### src/rtl/fp_simd_arbiter.sv
// fp_simd_arbiter: round-robin owner of one shared 4-lane FP SIMD ALU.
// Latches the winner's opcode/operands, issues a single-cycle enable, waits
// for the result (or times out) and acks the owner. A lock keeps ownership
// across consecutive ops so load/reduce sequences are not interleaved.
module fp_simd_arbiter #(
  parameter int N_REQ       = 4,
  parameter int DATA_W      = 88,
  parameter int TIMEOUT_CYC = 16
) (
  input  logic                    clk,
  input  logic                    rst_n,
  input  logic [N_REQ-1:0]        i_req,
  input  logic [N_REQ-1:0]        i_lock,
  input  logic [3*N_REQ-1:0]      i_opcode,
  input  logic [DATA_W*N_REQ-1:0] i_in1,
  input  logic [DATA_W*N_REQ-1:0] i_in2,
  output logic [N_REQ-1:0]        o_accept,
  output logic [N_REQ-1:0]        o_gnt,
  output logic [N_REQ-1:0]        o_ack,
  output logic                    o_err,
  output logic [DATA_W-1:0]       o_result,
  output logic                    o_simd_en,
  output logic [2:0]              o_simd_opcode,
  output logic [DATA_W-1:0]       o_simd_in1,
  output logic [DATA_W-1:0]       o_simd_in2,
  input  logic [DATA_W-1:0]       i_simd_output,
  input  logic                    i_simd_busy,
  input  logic                    i_simd_valid
);

  localparam int IDX_W = $clog2(N_REQ);
  localparam int CNT_W = $clog2(TIMEOUT_CYC) + 1;
  localparam logic [CNT_W-1:0] CNT_LAST = CNT_W'(TIMEOUT_CYC - 1);

  typedef enum logic [2:0] {
    S_IDLE  = 3'd0,
    S_ISSUE = 3'd1,
    S_WAIT  = 3'd2,
    S_DONE  = 3'd3,
    S_HOLD  = 3'd4
  } state_t;

  state_t             state_q, state_nxt;
  logic [IDX_W-1:0]   owner_q, rr_q;
  logic [N_REQ-1:0]   gnt_q;
  logic [2:0]         op_q;
  logic [DATA_W-1:0]  in1_q, in2_q, result_q;
  logic               err_q;
  logic [CNT_W-1:0]   cnt_q;

  logic               win_found;
  logic [IDX_W-1:0]   win_idx, probe, acc_idx;
  logic               acc_fire, is_load;

  // Requester index after k, wrapping at N_REQ (N_REQ need not be a power of 2)
  function automatic logic [IDX_W-1:0] next_idx(input logic [IDX_W-1:0] k);
    if (int'(k) == N_REQ - 1) return '0;
    else return k + IDX_W'(1);
  endfunction

  // Round-robin search: first requester at or after the pointer, wrapping
  always_comb begin
    win_found = 1'b0;
    win_idx   = rr_q;
    probe     = rr_q;
    for (int i = 0; i < N_REQ; i++) begin
      if (!win_found && i_req[probe]) begin
        win_found = 1'b1;
        win_idx   = probe;
      end
      probe = next_idx(probe);
    end
  end

  // Inside a lock only the owner can transfer; otherwise the round-robin winner
  assign acc_idx  = (state_q == S_HOLD) ? owner_q : win_idx;
  assign acc_fire = |(i_req & o_accept);
  // Opcodes 110/111 load the ALU's internal register and never report busy/valid
  assign is_load  = (op_q[2:1] == 2'b11);

  // Next-state and per-state handshake outputs
  always_comb begin
    state_nxt = state_q;
    o_accept  = '0;
    o_simd_en = 1'b0;
    o_ack     = '0;
    o_err     = 1'b0;
    case (state_q)
      S_IDLE: begin
        if (win_found) begin
          o_accept  = N_REQ'(1) << win_idx;
          state_nxt = S_ISSUE;
        end
      end
      S_ISSUE: begin
        if (!i_simd_busy) begin
          o_simd_en = 1'b1;
          state_nxt = is_load ? S_DONE : S_WAIT;
        end
      end
      S_WAIT: begin
        if (i_simd_valid || cnt_q == CNT_LAST) state_nxt = S_DONE;
      end
      S_DONE: begin
        o_ack     = gnt_q;
        o_err     = err_q;
        state_nxt = i_lock[owner_q] ? S_HOLD : S_IDLE;
      end
      S_HOLD: begin
        o_accept = gnt_q & i_req;
        if (i_req[owner_q])       state_nxt = S_ISSUE;
        else if (!i_lock[owner_q]) state_nxt = S_IDLE;
      end
      default: state_nxt = S_IDLE;
    endcase
  end

  // State, ownership, latched operands, result capture and timeout counter
  always_ff @(posedge clk or negedge rst_n) begin
    if (!rst_n) begin
      state_q  <= S_IDLE;
      gnt_q    <= '0;
      owner_q  <= '0;
      rr_q     <= '0;
      op_q     <= '0;
      in1_q    <= '0;
      in2_q    <= '0;
      result_q <= '0;
      err_q    <= 1'b0;
      cnt_q    <= '0;
    end else begin
      state_q <= state_nxt;
      if (acc_fire) begin
        op_q    <= i_opcode[3*int'(acc_idx) +: 3];
        in1_q   <= i_in1[DATA_W*int'(acc_idx) +: DATA_W];
        in2_q   <= i_in2[DATA_W*int'(acc_idx) +: DATA_W];
        owner_q <= acc_idx;
        gnt_q   <= N_REQ'(1) << acc_idx;
      end
      case (state_q)
        S_ISSUE: begin
          if (!i_simd_busy) begin
            cnt_q <= '0;
            err_q <= 1'b0;
          end
        end
        S_WAIT: begin
          cnt_q <= cnt_q + CNT_W'(1);
          if (i_simd_valid) begin
            result_q <= i_simd_output;
          end else if (cnt_q == CNT_LAST) begin
            result_q <= '0;
            err_q    <= 1'b1;
          end
        end
        S_DONE: begin
          if (!i_lock[owner_q]) begin
            gnt_q <= '0;
            rr_q  <= next_idx(owner_q);
          end
        end
        S_HOLD: begin
          if (!i_req[owner_q] && !i_lock[owner_q]) begin
            gnt_q <= '0;
            rr_q  <= next_idx(owner_q);
          end
        end
        default: ;
      endcase
    end
  end

  assign o_gnt         = gnt_q;
  assign o_result      = result_q;
  assign o_simd_opcode = op_q;
  assign o_simd_in1    = in1_q;
  assign o_simd_in2    = in2_q;

endmodule

### config.mk
export PLATFORM = sky130hd
export DESIGN_NAME = fp_simd_arbiter
export DESIGN_NICKNAME = d
export VERILOG_FILES = /design/src/rtl/fp_simd_arbiter.sv
export SDC_FILE = /design/constraint.sdc
export NUM_CORES = 1
export LEC_CHECK = 0
export ABC_CLOCK_PERIOD_IN_PS = 4000
export CAP_MARGIN = 20
export CELL_PAD_IN_SITES_DETAIL_PLACEMENT = 0
export CELL_PAD_IN_SITES_GLOBAL_PLACEMENT = 2
export CORE_AREA = 2 2 426 428
export CTS_BUF_LIST = sky130_fd_sc_hd__clkbuf_8
export DETAILED_ROUTE_END_ITERATION = 7
export DIE_AREA = 0 0 428 430
export PLACE_DENSITY_LB_ADDON = 0.1
export SLEW_MARGIN = 20
export SYNTH_ARGS = -nofsm -noshare
export SYNTH_HDL_FRONTEND = slang
export SYNTH_SLANG_ARGS = --single-unit
### constraint.sdc
create_clock -name clk -period 4 [get_ports clk]
set_clock_uncertainty 0.2 [all_clocks]
set_input_delay 1.2 -clock clk [delete_from_list [all_inputs] [get_ports clk]]
set_output_delay 1.2 -clock clk [all_outputs]
set_load 0.03 [all_outputs]
* Word-level counts from Yosys, hierarchy flattened
Cells that the tools add are included.
Word-level totals: register bits after elaboration 284, output and inout port bits 281
Cells by class: $add $sub $neg 5, multipliers 2, $lt $le $gt $ge 5, eq/ne operators 18, shift operators 5, muxes and demuxes 53, bitwise logic cells 2, reductions and logical operators 20
Operator list (count):
- indexed part select 352 x 10 -> 88 bit | 1
- indexed part select 352 x 32 -> 88 bit | 1
- 2-to-1 mux 88 bit | 2
- 2-to-1 mux 2 bit | 10
- 2-to-1 mux 4 bit | 5
- 2-to-1 mux 3 bit | 6
- 2-to-1 mux 1 bit | 17
- case mux 4 bit (2 select lines) | 2
- < comparator 2 x 3 -> 1 bit (second input constant) | 5
- case mux 3 bit (5 select lines) | 1
- binary-select mux 1 bit (select 2 bit) | 6
- inequality test 2 bit (second input constant) | 6
- indexed part select 12 x 5 -> 3 bit | 1
- case mux 5 bit (2 select lines) | 1
- adder 2 x 1 -> 2 bit (second input constant) | 4
- AND 4 bit | 2
- equality test 2 x 1 -> 1 bit (second input constant) | 4
- AND reduction 4 bit | 2
- left shift 1 x 2 -> 4 bit (first input constant) | 2
- equality test 3 x 2 -> 1 bit (second input constant) | 2
- multiplier 4 x 2 -> 6 bit (first input constant) | 1
- nonzero test 2 bit | 3
- adder 5 x 1 -> 5 bit (second input constant) | 1
- equality test 5 x 4 -> 1 bit (second input constant) | 1
- 16 further kinds | 24

* Longest topological paths before layout
word-level depth 20, gate-level depth with buffers 12

* Worst setup path after synthesis
No wires, ideal clock.
kind input to output, from in i_req[3], to out o_accept[2], arrival 3036 ps, data required time 2600 ps, slack -436 ps, stages 6, buffers on the path 1, cells stage by stage buf_6 > mux4_2 > o31ai_1 > o21ai_1 > or2_2 > o22ai_1
Between the ends: cells in the longest elaborated chain, start to end 15, elaborated cells between the ends (all ways) 24
RTL lines:
- start, declared | RTL line 12 | input logic [N_REQ-1:0] i_req,
- binary-select mux 1 bit (select 2 bit) | RTL line 67 | if (!win_found && i_req[probe]) begin
- 2-to-1 mux 1 bit (implied by the code) | RTL line 67
- 2-to-1 mux 1 bit | RTL line 67
- logical NOT 1 bit | RTL line 67
- logical AND 1 bit | RTL line 67
- 2-to-1 mux 1 bit | RTL line 67
- logical NOT 1 bit | RTL line 67
- logical AND 1 bit | RTL line 67
- 2-to-1 mux 1 bit | RTL line 67
- logical NOT 1 bit | RTL line 67
- logical AND 1 bit | RTL line 67
- 2-to-1 mux 2 bit | RTL line 67
- left shift 1 x 2 -> 4 bit | RTL line 91 | o_accept = N_REQ'(1) << win_idx;
- 2-to-1 mux 4 bit * | RTL line 90 | if (win_found) begin
- case mux 4 bit (2 select lines) * | RTL line 88 | case (state_q)
- end, declared | RTL line 17 | output logic [N_REQ-1:0] o_accept,
Mark *: on every way between the ends. The rest lies on a longest branch, timed or not. The select of a mux whose other input is x is not followed.

* Worst setup path in the final report
from in i_req[0], to out o_accept[2]
The elaborated chain is that of the path after synthesis.

==> results.toml <==
[status]
status = "finished, violations left"
violations = "negative setup slack"

[timing]
finalCriticalPeriod_ns = 4.410
slew_headroom_pct = 38.90
fin_ws_ns = -0.4102
rsz0062_at_grt = "true"
slew_viol_final = 0
fmaxAchievable_ghz = 0.2267
hold_viol = 0
min_period_over_period_pct = 110.3
setup_viol = 4
tightest_slew_ns = 0.9164

[critical_path]
worstRegToRegCells = 13
crit_required_ns = 2.60
regToRegSetupSlack_ns = 0.42
critPathLaunch = "i_req[0]"
startpoint_type = "input port"
worstSetupPathType = "in2out"
rr_startpoint = "rr_q[1]"
cp-end-kind = "primary output"
r2r-end = "o_simd_in1[42]"
crit_fanout = 3
crit_arrival_ns = 3.01

[power_and_ir_drop]
p_sw_share_pct = 47.34
p_int_mw = 17.02
comb_power_share_pct = 72.4
p_seq_share_pct = 16.3
power_switching_mw = 15.30
leakagePower_nw = 13.65
vdd_drop_max_uv = 380.2
p_per_area_nw_per_um2 = 950.0
clkPwrFrac_pct = 11.3

[worst_hold_path]
hold_path_depth = 1
min_from = "o_result[29]"
hold-path-endpoint = "o_result[29]"
hp-class = "reg2reg"

[clocking]
clock_path_buffers = 3
clock_sinks = 284
cts_tree = "built"
cts_root_buffer = "clkbuf_8"
cts.reportedPaths.clkPinSlew_ns = 0.05
hold_buffers = 0
worstSkewPairLatency_ns = 0.72
cts_buffers = 73
cts.htree.levels = 3

[grt]
first_global_vias = 19550
gr-total-overflow = 0
grt_pass1_wl_mm = 164.6
grt_max_degree = 70
globalRouteTotalUtil_pct = 12.74
antenna_found_initial = 18

[synthesis]
synth.avg_cell_area_sq_um = 12.39
yosysWarnings = 0
synth-edff-count = 0
yosys.area.top_type = "dfrtp_1"
synth_seq_cells = 284
synth_area_sq_um = 16700
synth-main-ff-cell = "dfrtp_1"
synthDistinctLibCells = 55
synthArstFlopShare_pct = 100.0
yosysTopAreaCellShare_pct = 42.55
synth.yosys.seq_area_share_pct = 42.55
yosys-top-cells-area = "dfrtp_1 43%, mux2i_1 22%, a221oi_2 16%, a22o_1 4.7%, nor2_1 4.4%"
syn_inst = 1348
synth_fp_nets = 2168

[routing]
wl_per_cell_um = 23.62
ant_nets = 0
viasPerCell = 3.344
routed_wl_mm = 120.8
num_vias = 17100
firstDrtPassIters = 4
route.detailed.drc = 0
drt_iter0_drc = 471

[place]
place_congestion = 0.8028
dpl_worst_slack_ns = -1.085
io_buffers = 1096
dp_hpwl_mm = 100.1

[final_layout]
syn2layout_area_growth_pct = 103.6
final_core_util_pct = 18.92
drive_gt1_share_pct = 22.58
nets = 3507

[flow_run]
maxCapViolations = 0

[floorplan]
core_area_sq_um = 179800
dieHeight_um = 430
num_rows = 156
num_io_pins = 1097
die_area_sq_um = 184000
initial_core_util_pct = 9.292
die_x_um = 428
[how the worst max path moves through the flow]
stage | endpoint | slack, ns | depth (start not counted)
floorplan | o_accept[2] | -0.15 | 6
global placement | o_accept[1] | -1.10 | 8
detailed placement | o_accept[1] | -1.08 | 9
CTS | o_accept[2] | -0.48 | 10
global route | o_accept[2] | -0.47 | 10
finish | o_accept[2] | -0.41 | 8
[critical path, cell delays in order]
cell and delay (ns):
clkdlybuf4s15_1 0.22, mux4_2 0.53, o31ai_4 0.25, o21ai_2 0.09
buf_4 0.14, or2_4 0.25, o22ai_4 0.17, buf_6 0.15
[final cells by class]
cell class,instances,area [sq um]
repair buffers,1389,13750
clock buffers,88,1211
fillers,19610,145800
flip-flops and latches,284,7107
diodes,6,15.01
clock inverters,37,173.9
multi-input cells,934,8778
inverters,5,18.77
well taps,2370,2965
[cells by family after synthesis]
| kind of cell | Yosys count | share of synthesized area (%) |
|---|---|---|
| buf+inv | 130 | 5.805 |
| mux | 366 | 22.20 |
| xor+xnor | 1 | 0.05244 |
| fa+ha+maj | 4 | 0.2996 |
| compound gates | 309 | 22.40 |
| flops | 284 | 42.55 |
| simple gates | 254 | 6.697 |
[placed cells by master, fill, tap and decap left out, drive strengths merged, types with 3 or more instances in the layout]
| master | Yosys | routed |
|---|---|---|
| clkdlybuf4s50 | 0 | 1085 |
| ha | 4 | 4 |
| clkinv | 0 | 6 |
| clkbuf | 37 | 89 |
| mux4 | 3 | 3 |
| nand3 | 6 | 6 |
| a221oi | 179 | 179 |
| nand2 | 19 | 19 |
| diode | 0 | 6 |
| mux2 | 3 | 3 |
| clkinvlp | 0 | 4 |
| or4b | 3 | 3 |
| o21ai | 10 | 10 |
| dfrtp | 284 | 284 |
| buf | 88 | 301 |
| a21oi | 11 | 11 |
| and2 | 8 | 8 |
| o22ai | 5 | 5 |
| inv | 5 | 32 |
| mux2i | 360 | 360 |
| nor2 | 196 | 196 |
| nand2b | 5 | 5 |
| a22o | 89 | 89 |
[registers in the layout, summed over array words and instances (netlist names)]
name	count
o_result	88
o_simd_opcode	3
rr_q	2
owner_q	2
o_simd_in2	88
state_q	3
err_q	1
o_simd_in1	88
cnt_q	5
o_gnt	4
[synthesized netlist by cell type (2+ instances only)]
master / instances
inv_1: 5
buf_4: 18
nand2b_1: 5
o21ai_1: 2
a21oi_1: 11
and2_1: 8
o21ai_0: 6
buf_2: 31
dfrtp_1: 284
or4b_1: 2
a32oi_1: 2
a22o_1: 89
o22ai_1: 5
a221oi_2: 179
nor3_1: 2
nor2_1: 194
mux4_2: 3
and3b_1: 2
nand3_1: 6
buf_12: 12
nor3b_1: 2
nor2b_1: 2
a31oi_1: 2
a211o_1: 2
clkbuf_1: 37
nand2_1: 18
nor2_4: 2
o21ai_2: 2
mux2_2: 3
buf_1: 3
ha_1: 4
mux2i_1: 359
buf_6: 24
[routing by layer]
| metal | part of all wire (%) | up-vias | track usage (%) |
|---|---|---|---|
| met5 | 0.10 | - | 0 |
| met4 | 1.8 | 20 | 2.953 |
| met3 | 7.9 | 124 | 4.759 |
| met2 | 54 | 658 | 24.23 |
| met1 | 36 | 8397 | 13.07 |
| li1 | - | 7900 | - |
[through the flow]
step / setup TNS (ns) / instance area, sq um / hold WS (ns) / cells / power (mW)
after floorplan: -0.3583 / 16750 / 0.2545 / 1348 / 18.70
after global placement: -99.81 / 32460 / 0.2832 / 4975 / 29.15
after detailed placement: -93.98 / 32460 / 0.2809 / 4975 / 29.15
after CTS: -1.628 / 33930 / 0.2389 / 5106 / 33.29
after global routing: -1.646 / 34010 / 0.2754 / 5109 / 34.45
final: -1.283 / 34020 / 0.2954 / 5113 / 32.31
[power by group through the flow]
stage	Clock (mW)	Combinational [mW]	Sequential, mW
CTS	3.97	24.0	5.29
finish	3.65	23.4	5.26
global route	4.05	25.0	5.44
global placement	0	23.9	5.29
detailed placement	0	23.9	5.28
floorplan	0	11.1	7.62
[timing repair]
item,4_1_cts,5_1_grt
endpoints found under the setup margin,9,4
resized for setup,26,23
pin swaps,6,10
buffers inserted,6,1
No activity file was read; power rests on OpenSTA's default activity.
